[src/rtl/pwm_duty_decoder.sv]
// pwm_duty_decoder: measures an asynchronous PWM input between consecutive
// rising edges and reports period, high time and duty in tenths (0..10).
// Ports:
//   clk, rst_n   clock (rising edge) and async active-low reset
//   ena          capture enable; low forces idle and holds the outputs
//   pwm_in       asynchronous PWM input
//   period_cnt   last measured period in clk cycles
//   high_cnt     last measured high time in clk cycles
//   duty         floor(10*high_cnt/period_cnt)
//   valid        one-cycle pulse when the outputs update
//   stuck        no rising edge seen for TIMEOUT cycles
module pwm_duty_decoder #(
    parameter int unsigned CNT_W   = 16,
    parameter int unsigned TIMEOUT = 1000
) (
    input  logic             clk,
    input  logic             rst_n,
    input  logic             ena,
    input  logic             pwm_in,
    output logic [CNT_W-1:0] period_cnt,
    output logic [CNT_W-1:0] high_cnt,
    output logic [3:0]       duty,
    output logic             valid,
    output logic             stuck
);

    localparam int unsigned REM_W = CNT_W + 4;
    localparam logic [CNT_W-1:0] P_MAX  = CNT_W'(TIMEOUT);
    localparam logic [CNT_W-1:0] P_LAST = CNT_W'(TIMEOUT - 1);

    typedef enum logic {IDLE, MEAS} state_t;

    state_t             r_state;
    state_t             w_state_next;
    logic               r_sync1;
    logic               r_s;
    logic               r_s_prev;
    logic [CNT_W-1:0]   r_p_run;
    logic [CNT_W-1:0]   r_h_run;
    logic [CNT_W-1:0]   r_cap_p;
    logic [CNT_W-1:0]   r_cap_h;
    logic [REM_W-1:0]   r_rem;
    logic [3:0]         r_q;
    logic [2:0]         r_step;
    logic               r_busy;

    logic               w_rise;
    logic               w_timeout;
    logic               w_capture;
    logic               w_div_done;
    logic [1:0]         w_k;
    logic [REM_W-1:0]   w_sub;
    logic               w_ge;
    logic [REM_W-1:0]   w_rem_init;

    assign w_rise     = r_s & ~r_s_prev;
    // Rise has priority over timeout; no re-fire while already stuck.
    assign w_timeout  = ena & ~w_rise & ~stuck & (r_p_run == P_LAST);
    assign w_capture  = ena & w_rise & (r_state == MEAS);
    assign w_div_done = r_busy & (r_step == 3'd4);
    // Step index counts down 3..0 while r_step counts up 0..3.
    assign w_k        = 2'(2'd3 - r_step[1:0]);
    assign w_sub      = REM_W'(r_cap_p) << w_k;
    assign w_ge       = (r_rem >= w_sub);
    // 10*h as 8h + 2h, taken from the live counter at the capture edge.
    assign w_rem_init = (REM_W'(r_h_run) << 3) + (REM_W'(r_h_run) << 1);

    // Input synchronizer and edge-detect register.
    always_ff @(posedge clk or negedge rst_n) begin
        if (!rst_n) begin
            r_sync1  <= 1'b0;
            r_s      <= 1'b0;
            r_s_prev <= 1'b0;
        end else begin
            r_sync1  <= pwm_in;
            r_s      <= r_sync1;
            r_s_prev <= r_s;
        end
    end

    // FSM state register.
    always_ff @(posedge clk or negedge rst_n) begin
        if (!rst_n) r_state <= IDLE;
        else        r_state <= w_state_next;
    end

    // FSM next state.
    always_comb begin
        w_state_next = r_state;
        if (!ena)           w_state_next = IDLE;
        else if (w_rise)    w_state_next = MEAS;
        else if (w_timeout) w_state_next = IDLE;
    end

    // Running period / high-time counters; the edge cycle counts as 1.
    always_ff @(posedge clk or negedge rst_n) begin
        if (!rst_n) begin
            r_p_run <= '0;
            r_h_run <= '0;
        end else if (!ena) begin
            r_p_run <= '0;
            r_h_run <= '0;
        end else if (w_rise) begin
            r_p_run <= CNT_W'(1);
            r_h_run <= CNT_W'(1);
        end else begin
            if (r_p_run != P_MAX)          r_p_run <= r_p_run + CNT_W'(1);
            if (r_s && (r_h_run != P_MAX)) r_h_run <= r_h_run + CNT_W'(1);
        end
    end

    // Capture, restoring divider and registered outputs.
    always_ff @(posedge clk or negedge rst_n) begin
        if (!rst_n) begin
            r_cap_p    <= '0;
            r_cap_h    <= '0;
            r_rem      <= '0;
            r_q        <= '0;
            r_step     <= '0;
            r_busy     <= 1'b0;
            period_cnt <= '0;
            high_cnt   <= '0;
            duty       <= '0;
            valid      <= 1'b0;
            stuck      <= 1'b0;
        end else if (!ena) begin
            r_busy <= 1'b0;
            valid  <= 1'b0;
        end else begin
            valid <= 1'b0;
            // A completing result is published even if a new capture lands now.
            if (w_div_done) begin
                period_cnt <= r_cap_p;
                high_cnt   <= r_cap_h;
                duty       <= r_q;
                valid      <= 1'b1;
            end
            if (w_capture) begin
                r_cap_p <= r_p_run;
                r_cap_h <= r_h_run;
                r_rem   <= w_rem_init;
                r_q     <= '0;
                r_step  <= '0;
                r_busy  <= 1'b1;
            end else if (r_busy) begin
                if (r_step == 3'd4) begin
                    r_busy <= 1'b0;
                end else begin
                    if (w_ge) begin
                        r_rem    <= r_rem - w_sub;
                        r_q[w_k] <= 1'b1;
                    end
                    r_step <= r_step + 3'd1;
                end
            end
            if (w_rise) stuck <= 1'b0;
            if (w_timeout) begin
                stuck      <= 1'b1;
                period_cnt <= '0;
                high_cnt   <= '0;
                duty       <= r_s ? 4'd10 : 4'd0;
                valid      <= 1'b1;
                r_busy     <= 1'b0;
            end
        end
    end

endmodule
[config.mk]
export PLATFORM = sky130hd
export DESIGN_NAME = pwm_duty_decoder
export DESIGN_NICKNAME = d
export VERILOG_FILES = /design/src/rtl/pwm_duty_decoder.sv
export SDC_FILE = /design/constraint.sdc
export NUM_CORES = 1
export LEC_CHECK = 0
export CORE_MARGIN = 8
export CORE_UTILIZATION = 24
export CTS_CLUSTER_DIAMETER = 60
export DETAILED_ROUTE_END_ITERATION = 6
export GPL_TIMING_DRIVEN = 1
export HOLD_SLACK_MARGIN = 0.1
export PLACE_DENSITY_LB_ADDON = 0.08
export SYNTH_ARGS = -nofsm -noshare
export SYNTH_HDL_FRONTEND = slang
export SYNTH_SLANG_ARGS = --single-unit
[constraint.sdc]
create_clock -name clk -period 3.3 [get_ports clk]
set_clock_uncertainty 0.05 [all_clocks]
set_input_delay 0.66 -clock clk [delete_from_list [all_inputs] [get_ports clk]]
set_output_delay 0.66 -clock clk [all_outputs]
set_load 0.005 [all_outputs]
# Word-level counts from Yosys, hierarchy flattened

Index checks and enable logic that the tools add are counted.

Output and inout port bits: 38
Word-level logic and storage cells: 96
Bits of input ports: 4
Register bits after elaboration: 134

Multiplexer cells: 39
Shift operators: 1
$lt $le $gt $ge: 3
Equal/unequal tests: 8
Reduce and logical (&&, ||, !) cells: 11
$add $sub $neg: 6
Bitwise logic cells: 11

Operators by type and width:

| kind                                                       | count |
|---|---|
| 2-to-1 mux 16 bit                                          | 10 |
| 2-to-1 mux 20 bit                                          | 4 |
| adder 16 x 1 -> 16 bit, second input constant              | 2 |
| inequality test 16 x 10 -> 1 bit, second input constant    | 2 |
| 2-to-1 mux 4 bit                                           | 7 |
| adder 19 x 17 -> 20 bit                                    | 1 |
| >= comparator 20 bit                                       | 1 |
| << shifter 16 x 2 -> 20 bit                                | 1 |
| subtractor 20 bit                                          | 1 |
| == test 16 x 10 -> 1 bit, second input constant            | 1 |
| 2-to-1 mux 1 bit                                           | 14 |
| 2-to-1 mux 3 bit                                           | 3 |
| inequality test 3 x 1 -> 1 bit, second input constant      | 3 |
| nonzero test 2 bit                                         | 4 |
| AND 1 bit                                                  | 7 |
| AND reduction 2 bit                                        | 3 |
| OR 4 bit                                                   | 1 |
| AND reduction 4 bit                                        | 1 |
| adder 3 x 1 -> 3 bit, second input constant                | 1 |
| == test 3 bit, second input constant                       | 1 |
| less-than comparator 2 x 3 -> 1 bit, second input constant | 1 |
| NOT 1 bit                                                  | 3 |
| AND reduction 3 bit                                        | 1 |
| demux 1 bit (select 2 bit)                                 | 1 |
| other kinds (4)                                            | 5 |

# Depth between registers and ports, before layout

Gate-level depths: netlist of run 1.

Depth in word-level cells: 10
Gate-level depth with buffers: 16
Mapped depth without buffers: 13

# Worst setup path before layout of run 1

OpenSTA, ideal clock, no wires.

Path kind: flip-flop to flip-flop
Start: reg r_step[0]
End: reg r_rem[4]
Stages on the path, launching flop included: 14
Required time: 3,117 ps
Setup time: 133 ps
Setup slack: -118 ps
Period minus slack after synthesis: 3,418 ps
Path buffers: 2
Arrival time: 3,235 ps
Cell sequence: dfrtp_1 > clkbuf_1 > clkbuf_1 > mux2_2 > nand2_1 > inv_1 > fa_1 > nand2b_1 > a21oi_1 > o21ai_1 > o221ai_4 > mux2_1 > nor2_1 > a21oi_1

Cells in the longest elaborated chain, start to end: 7
Elaborated cells between the ends (all ways): 12
Those cells by class: add/sub (2); order compare (1); eq/ne (2); shift (1); mux (4); reduce/logical (2)

Ends and longest elaborated chain:

| what                        | line | source |
|---|---|---|
| from (decl)                 | 44   | `logic [2:0] r_step;` |
| from (signal assigned)      | 153  | `r_step <= r_step + 3'd1;` |
| subtractor 2 bit            | 62   | `assign w_k = 2'(2'd3 - r_step[1:0]);` |
| << shifter 16 x 2 -> 20 bit | 63   | `assign w_sub = REM_W'(r_cap_p) << w_k;` |
| subtractor 20 bit           | 150  | `r_rem <= r_rem - w_sub;` |
| 2-to-1 mux 20 bit           | 149  | `if (w_ge) begin` |
| 2-to-1 mux 20 bit           | 146  | `if (r_step == 3'd4) begin` |
| 2-to-1 mux 20 bit           | 145  | `end else if (r_busy) begin` |
| 2-to-1 mux 20 bit           | 138  | `if (w_capture) begin` |
| to (signal assigned)        | 141  | `r_rem <= w_rem_init;` |
| to (signal assigned)        | 150  |  |
| to (decl)                   | 42   | `logic [REM_W-1:0] r_rem;` |

Parallel ways exist; a longest one is shown, timed or not. The select of a mux whose other input is x is not followed.
A chain may end at the register's enable or synchronous reset.

# Worst setup path after layout of run 1

Ends and elaborated chain as after synthesis.

==> impl_metrics.xml, run 1 <==
<?xml version="1.0" encoding="UTF-8"?>
<metrics>
  <group name="logic_synthesis">
    <metric name="ys_dominant_reg_cell" unit="">dfrtp_1</metric>
    <metric name="synth-seq-cells" unit="">134</metric>
    <metric name="synth_top_cells_by_area" unit="">dfrtp_1 (43%), nand2_1 (9.8%), ha_1 (6.5%), a21oi_1 (5.8%), nor2_1 (3.9%)</metric>
    <metric name="netlist-cell-type-count" unit="">55</metric>
    <metric name="yosys.area.top_type_share" unit="%">42.61</metric>
    <metric name="synth_common_cells" unit="">nand2_1 (205), dfrtp_1 (134), a21oi_1 (91), nor2_1 (82)</metric>
    <metric name="synth_area" unit="µm²">7869</metric>
    <metric name="yosys_warnings" unit="">0</metric>
    <metric name="yosysMostFrequentCell" unit="">nand2_1</metric>
    <metric name="synth_top_cell_by_area" unit="">dfrtp_1</metric>
    <metric name="synthesis.nets" unit="">967</metric>
    <metric name="syn_area_per_cell" unit="µm²">8.553</metric>
    <metric name="async_flop_share" unit="%">100.0</metric>
    <metric name="count_of_flip_flops_with_a_built_in_enable_after_synthesis" unit="">0</metric>
    <metric name="yosysSeqAreaShare" unit="%">42.61</metric>
    <metric name="syn-instance-count" unit="">920</metric>
  </group>
  <group name="critical_path">
    <metric name="r2r_slack" unit="ps">150</metric>
    <metric name="worst_ep_arrival_time" unit="ps">3400</metric>
    <metric name="critical_path.endpoint_type" unit="">flop</metric>
    <metric name="worst_case_reg_to_reg_path_depth" unit="">12</metric>
    <metric name="reg2reg_end" unit="">r_rem[4]</metric>
    <metric name="worstPathRequired" unit="ps">3550</metric>
    <metric name="critPathLaunch" unit="">r_step[0]</metric>
    <metric name="worstReg2RegStart" unit="">r_step[0]</metric>
    <metric name="critPathLaunchType" unit="">flop</metric>
    <metric name="crit_path_end" unit="">r_rem[4]</metric>
    <metric name="path_class" unit="">reg -&gt; reg</metric>
    <metric name="critical_path_peak_fanout" unit="">14</metric>
  </group>
  <group name="routing">
    <metric name="detail_route.iter0.violations" unit="">283</metric>
    <metric name="route.antenna.remaining_nets" unit="">0</metric>
    <metric name="maxUsedRoutingLayer" unit="">met4</metric>
    <metric name="vias" unit="">6579</metric>
    <metric name="met3RoutedLength" unit="µm">693</metric>
    <metric name="wirelength_per_cell" unit="µm">17.12</metric>
    <metric name="met2_wirelength" unit="mm">11.60</metric>
    <metric name="detailedRoute.firstPassIterationCount" unit="">5</metric>
    <metric name="vias_per_cell" unit="">4.556</metric>
    <metric name="detail_route.wirelength.met1" unit="mm">12.22</metric>
    <metric name="drt_drc_violations_left" unit="">0</metric>
    <metric name="finalWirelength" unit="mm">24.72</metric>
  </group>
  <group name="pwr">
    <metric name="power.clock.fraction" unit="%">28.6</metric>
    <metric name="static_leakage" unit="nW">4.368</metric>
    <metric name="switching_power" unit="W">0.002710</metric>
    <metric name="pwr_density_cell" unit="nW/µm²">729.8</metric>
    <metric name="share_seq_of_total_power" unit="%">27.4</metric>
    <metric name="totalPowerFinal" unit="W">0.007155</metric>
    <metric name="power.combinational.fraction" unit="%">44.0</metric>
    <metric name="vdd_drop_max" unit="V">0.0004245</metric>
    <metric name="swShare" unit="%">37.88</metric>
    <metric name="p_int" unit="W">0.004444</metric>
  </group>
  <group name="clock_tree">
    <metric name="h-tree-depth" unit="">4</metric>
    <metric name="clock_sink_count" unit="">134</metric>
    <metric name="clock_insertion_delay_worst_skew" unit="ps">430</metric>
    <metric name="cts.reportedPaths.clkPinSlew" unit="ps">70</metric>
    <metric name="cts_inserted_buffers" unit="">17</metric>
    <metric name="clock_root_cell" unit="">clkbuf_16</metric>
    <metric name="cts_tree" unit="">yes</metric>
    <metric name="cts_buffer_depth" unit="">2</metric>
  </group>
  <group name="global_route">
    <metric name="grt_pass1_wl" unit="mm">40.14</metric>
    <metric name="gr-total-overflow" unit="">0</metric>
    <metric name="vias_in_the_first_global_route" unit="">6787</metric>
    <metric name="grt_antenna_before_repair" unit="">1</metric>
    <metric name="grt_max_degree" unit="">45</metric>
    <metric name="globalRouteTotalUtil" unit="%">13.16</metric>
  </group>
  <group name="sta">
    <metric name="hold_viol_final" unit="">0</metric>
    <metric name="timing.max_slew.rel_slack" unit="%">46.92</metric>
    <metric name="rsz0062_at_grt" unit="">yes</metric>
    <metric name="worst_slew_pin_slew" unit="ps">785.9</metric>
    <metric name="final-setup-viol-count" unit="">0</metric>
    <metric name="fin_crit_sh" unit="%">95.55</metric>
    <metric name="finalWorstPathRequiredPeriod" unit="ps">3153</metric>
    <metric name="max_freq" unit="MHz">317.1</metric>
    <metric name="slew_viol_final" unit="">0</metric>
  </group>
  <group name="floorplan">
    <metric name="initial_utilization" unit="%">24.25</metric>
    <metric name="std_cell_rows" unit="">66</metric>
    <metric name="die_height" unit="µm">197.1</metric>
    <metric name="die_w" unit="µm">197.1</metric>
    <metric name="boundaryPins" unit="">42</metric>
    <metric name="core-area" unit="µm²">32450</metric>
    <metric name="die-area" unit="µm²">38840</metric>
  </group>
  <group name="layout">
    <metric name="fin_util" unit="%">30.21</metric>
    <metric name="layout-area-overhead-vs-synth" unit="%">24.58</metric>
    <metric name="finish.net_count" unit="">1036</metric>
    <metric name="drive_above_1_share" unit="%">12.08</metric>
    <metric name="insertedDiodeCount" unit="">0</metric>
  </group>
  <group name="min_path">
    <metric name="holdCritPathClass" unit="">in -&gt; async</metric>
  </group>
  <group name="outcome">
    <metric name="run_status" unit="">completed</metric>
  </group>
  <group name="placed_design">
    <metric name="port_buffer_count" unit="">41</metric>
    <metric name="gpl.final_weighted_congestion" unit="">0.7883</metric>
    <metric name="dp_hpwl" unit="mm">18.25</metric>
  </group>
  <group name="flow_run">
    <metric name="max-cap-violations" unit="">0</metric>
  </group>
</metrics>
[logic make-up after synthesis]
kind of cell	synth area share (%)
flops	42.61
simple gates	20.85
compound gates	16.25
fa+ha+maj	7.028
xor+xnor	5.677
buf+inv	3.975
mux	3.609
[placed cells by master, fill, tap and decap left out, types with 4 or more instances in the layout]
cell type	n
nand2_1	205
dfrtp_1	133
a21oi_1	89
nor2_1	79
buf_4	50
ha_1	40
clkdlybuf4s50_1	40
o21ai_0	39
inv_1	32
xor2_1	27
nand3_1	25
xnor2_1	24
a21o_1	18
clkbuf_16	17
mux2i_1	16
nand4_1	11
nor3_1	10
nor2b_1	9
a31oi_1	8
o211ai_1	8
a211oi_1	7
nand2b_1	7
and3_1	7
or3_1	7
o21ai_1	6
o21a_1	5
mux2_2	4
or2_2	4
o31ai_1	4
clkbuf_8	4
clkinv_2	4
[power groups by stage]
stage	Sequential, W	Combinational (W)	Clock, W
2_1_floorplan	0.00191	0.00201	0
3_3_place_gp	0.00199	0.00301	0
3_5_place_dp	0.00198	0.00294	0
4_1_cts	0.00196	0.00299	0.00212
5_1_grt	0.00198	0.00351	0.00217
6_report	0.00196	0.00315	0.00205
[how the worst min path moves through the flow]
stage          cells after the start  startpoint         to  slack, ps
4_1_cts                            1       rst_n  r_rem[16]        120
2_1_floorplan                      0     r_sync1        r_s        280
3_3_place_gp                       0     r_sync1        r_s        280
6_report                           1       rst_n  r_rem[16]        110
5_1_grt                            1       rst_n  r_rem[16]        130
3_5_place_dp                       0     r_sync1        r_s        280
[final cells by class]
| class | count | area (µm²) |
|---|---|---|
| repair buffers | 95 | 858.3 |
| flip-flops and latches | 134 | 3354 |
| multi-input cells | 708 | 4285 |
| clock buffers | 21 | 480.5 |
| inverters | 33 | 127.6 |
| clock inverters | 11 | 143.9 |
| fillers | 3461 | 22650 |
| well taps | 442 | 553.0 |
[metrics by stage]
stage / instance area (µm²) / hold slack (ps) / setup TNS (ps) / setup WS [ps] / std cells
after floorplan: 7871 / 281.2 / 0 / 2.755 / 920
after global placement: 9077 / 284.1 / 0 / 33.84 / 1409
after detailed placement: 9077 / 284.7 / 0 / 35.31 / 1409
after CTS: 9713 / 124.3 / 0 / 77.25 / 1441
after global routing: 9803 / 132.8 / -31.60 / -24.75 / 1444
final: 9803 / 111.6 / 0 / 146.9 / 1444
[flip-flops by register name (all words and copies together), names as in the netlist, 3 cells and up]
signal and flops:
r_step 3, r_p_run 16, high_cnt 16, r_rem 20, r_cap_h 16, r_q 4
duty 4, period_cnt 16, r_h_run 16, r_cap_p 16
[per-layer routing]
layer / global-route usage [%] / vias up
met2: 21.60 / 80
met4: 3.009 / 0
li1: - / 3318
met3: 2.334 / 10
met1: 17.83 / 3171
met5: 0 / -
[worst max-delay path: stages (launching register included)]
cell and delay, ps:
dfrtp_1 390, buf_12 160, mux2_2 350, a21oi_1 180, ha_1 260, nand4_1 240
o41ai_4 400, a221oi_2 140, o221ai_4 240, buf_12 160, mux2_1 320, nor2_1 90
a21oi_1 50
[timing repair]
item | in CTS | in global routing
hold buffers | 0 | 0
hold endpoints to repair | 0 | 0
buffers inserted | 0 | 3
pin swaps | 0 | 8
resized for setup | 2 | 14
setup endpoints to repair | 2 | 22
(Power assumes the default switching activity.)
==> inputs of run 2 (changes only) <==
--- a/config.mk
+++ b/config.mk
@@ -11,7 +11,6 @@
 export DETAILED_ROUTE_END_ITERATION = 6
 export GPL_TIMING_DRIVEN = 1
 export HOLD_SLACK_MARGIN = 0.1
-export PLACE_DENSITY_LB_ADDON = 0.08
 export SYNTH_ARGS = -nofsm -noshare
 export SYNTH_HDL_FRONTEND = slang
 export SYNTH_SLANG_ARGS = --single-unit
==> constraint.sdc (replaced) <==
create_clock -name clk -period 3.86 [get_ports clk]
set_clock_uncertainty 0.05 [all_clocks]
set_input_delay 0.772 -clock clk [delete_from_list [all_inputs] [get_ports clk]]
set_output_delay 0.772 -clock clk [all_outputs]
set_load 0.005 [all_outputs]
==> impl_metrics.xml, run 2 (synthesized netlist as in run 1, its figures left out) <==
<?xml version="1.0" encoding="UTF-8"?>
<metrics>
  <group name="pwr">
    <metric name="static_leakage" unit="nW">4.122</metric>
    <metric name="pwr_density_cell" unit="nW/µm²">591.9</metric>
    <metric name="vdd_drop_max" unit="V">0.0002881</metric>
  </group>
  <group name="layout">
    <metric name="largest_register_ffs" unit="">20</metric>
    <metric name="fillerInstances" unit="">3461</metric>
    <metric name="insertedDiodeCount" unit="">0</metric>
    <metric name="drive_above_1_share" unit="%">7.469</metric>
    <metric name="final_cell_mix" unit="">nand2_1 (205), dfrtp_1 (134), a21oi_1 (91)</metric>
    <metric name="layout.cells.most_common" unit="">nand2_1</metric>
    <metric name="finish.net_count" unit="">998</metric>
    <metric name="fin_cells" unit="">1406</metric>
    <metric name="multi_input_area" unit="µm²">4215</metric>
    <metric name="layout-area-overhead-vs-synth" unit="%">19.18</metric>
    <metric name="final_cell_area" unit="µm²">9378</metric>
    <metric name="sequential_cell_area" unit="µm²">3353</metric>
    <metric name="registers.top_by_ff_count" unit="">r_rem</metric>
  </group>
  <group name="sta">
    <metric name="finalWorstPathRequiredPeriod" unit="ps">3511</metric>
    <metric name="final.setup.tns" unit="ps">0</metric>
    <metric name="max_freq" unit="MHz">284.8</metric>
    <metric name="rsz0062_at_grt" unit="">no</metric>
    <metric name="timing.max_slew.rel_slack" unit="%">48.93</metric>
    <metric name="hold_viol_final" unit="">0</metric>
    <metric name="fin_crit_sh" unit="%">90.95</metric>
    <metric name="worst_slew_pin_slew" unit="ps">756.2</metric>
    <metric name="final-setup-viol-count" unit="">0</metric>
    <metric name="slew_viol_final" unit="">0</metric>
  </group>
  <group name="clock_tree">
    <metric name="h-tree-depth" unit="">4</metric>
    <metric name="cts_inserted_buffers" unit="">17</metric>
    <metric name="clock_sink_count" unit="">134</metric>
    <metric name="hold_buffers" unit="">0</metric>
    <metric name="clock_root_cell" unit="">clkbuf_16</metric>
    <metric name="cts-resized-gates" unit="">0</metric>
    <metric name="cts.reportedPaths.clkPinSlew" unit="ps">60</metric>
    <metric name="clock_insertion_delay_worst_skew" unit="ps">440</metric>
    <metric name="postCtsSetupBuffers" unit="">0</metric>
    <metric name="cts_buffer_depth" unit="">2</metric>
    <metric name="cts_tree" unit="">yes</metric>
  </group>
  <group name="routing">
    <metric name="route.antenna.remaining_nets" unit="">0</metric>
    <metric name="finalWirelength" unit="mm">20.91</metric>
    <metric name="drt_drc_violations_left" unit="">0</metric>
    <metric name="vias" unit="">6551</metric>
    <metric name="detail_route.iter0.violations" unit="">512</metric>
    <metric name="detailedRoute.firstPassIterationCount" unit="">5</metric>
    <metric name="vias_per_cell" unit="">4.659</metric>
    <metric name="wirelength_per_cell" unit="µm">14.87</metric>
  </group>
  <group name="floorplan">
    <metric name="boundaryPins" unit="">42</metric>
    <metric name="die-area" unit="µm²">38840</metric>
    <metric name="core-area" unit="µm²">32450</metric>
    <metric name="std_cell_rows" unit="">66</metric>
    <metric name="initial_utilization" unit="%">24.25</metric>
    <metric name="die_w" unit="µm">197.1</metric>
    <metric name="die_height" unit="µm">197.1</metric>
  </group>
  <group name="min_path">
    <metric name="holdCritPathClass" unit="">in -&gt; async</metric>
  </group>
  <group name="critical_path">
    <metric name="critPathLaunchType" unit="">flop</metric>
    <metric name="path_class" unit="">reg -&gt; reg</metric>
    <metric name="critical_path.endpoint_type" unit="">flop</metric>
    <metric name="critPathLaunch" unit="">r_step[0]</metric>
    <metric name="worst_ep_arrival_time" unit="ps">3760</metric>
    <metric name="worstReg2RegStart" unit="">r_step[0]</metric>
    <metric name="worstPathRequired" unit="ps">4110</metric>
    <metric name="critical_path_peak_fanout" unit="">20</metric>
  </group>
  <group name="flow_run">
    <metric name="max-cap-violations" unit="">0</metric>
  </group>
  <group name="outcome">
    <metric name="run_status" unit="">completed</metric>
  </group>
  <group name="global_route">
    <metric name="grt_pass1_wl" unit="mm">34.56</metric>
    <metric name="grt_max_degree" unit="">78</metric>
    <metric name="globalRouteTotalUtil" unit="%">11.01</metric>
    <metric name="grt_antenna_before_repair" unit="">0</metric>
    <metric name="gr-total-overflow" unit="">0</metric>
    <metric name="vias_in_the_first_global_route" unit="">6459</metric>
  </group>
  <group name="placed_design">
    <metric name="placement.cell_area" unit="µm²">8790</metric>
    <metric name="place_inst" unit="">1374</metric>
    <metric name="dp_hpwl" unit="mm">15.03</metric>
    <metric name="port_buffer_count" unit="">41</metric>
    <metric name="gpl.final_weighted_congestion" unit="">0.8940</metric>
  </group>
</metrics>
[run 2: changes by cell type in the layout (fill, tap and decap cells not counted), moves of 3 or more]
cell and change:
clkinv_2 -4, buf_4 -35, inv_6 +3, clkinv_4 +3
[run 2: final timing paths]
check | to | slack, ps | cells after the start
min in group clk | r_s | 320 | 0
worst max register to register | r_rem[3] | 350 | 13
worst min-delay path | high_cnt[2] | 260 | 1
worst max-delay path | r_rem[3] | 350 | 13
max in group asynchronous | period_cnt[13] | 2680 | 2
worst min register to register | r_s | 320 | 0
[run 2: worst max-delay path: stages (launching register included)]
cell      delay [ps]
dfrtp_1          380
buf_4            200
mux2_2           250
nor2_1            40
a21oi_1          150
inv_1             60
ha_1             420
nand4_2          170
o41ai_2          380
a221oi_1         180
o221ai_4         510
buf_4            300
mux2i_1          210
a21oi_1           80
[run 2: where the power goes]
group / internal [W] / switching (W) / leakage [nW]
clock network: 0.000939 / 0.000685 / 0.284
logic: 0.000903 / 0.00136 / 2.02
registers: 0.00154 / 0.000121 / 1.82
[run 2: layout make-up]
| class | instances | area share [%] |
|---|---|---|
| Sequential cell | 134 | 35.76 |
| Timing Repair Buffer | 57 | 5.804 |
| Multi-Input combinational cell | 708 | 44.95 |
| Clock inverter | 13 | 1.441 |
| Inverter | 33 | 1.321 |
| Tap cell | 442 | 5.897 |
| Clock buffer | 19 | 4.830 |
[run 2: metal layers]
layer	up-vias	global-route usage (%)	routed length (µm)
li1	3228	-	-
met3	20	2.743	838
met5	-	0	0
met2	105	16.80	9252
met1	3198	15.20	10560
met4	0	3.149	260
[run 2: through the flow]
stage          total power, W  hold WS, ps  setup slack (ps)  util (%)
6_report             0.005551        258.3             349.2     28.90
3_3_place_gp         0.003938        294.1             444.8     27.08
4_1_cts              0.005566        257.4             357.4     28.90
5_1_grt              0.005923        287.6             75.53     28.90
3_5_place_dp         0.003914        310.9             355.2     27.08
2_1_floorplan        0.003356        281.2             442.4         -
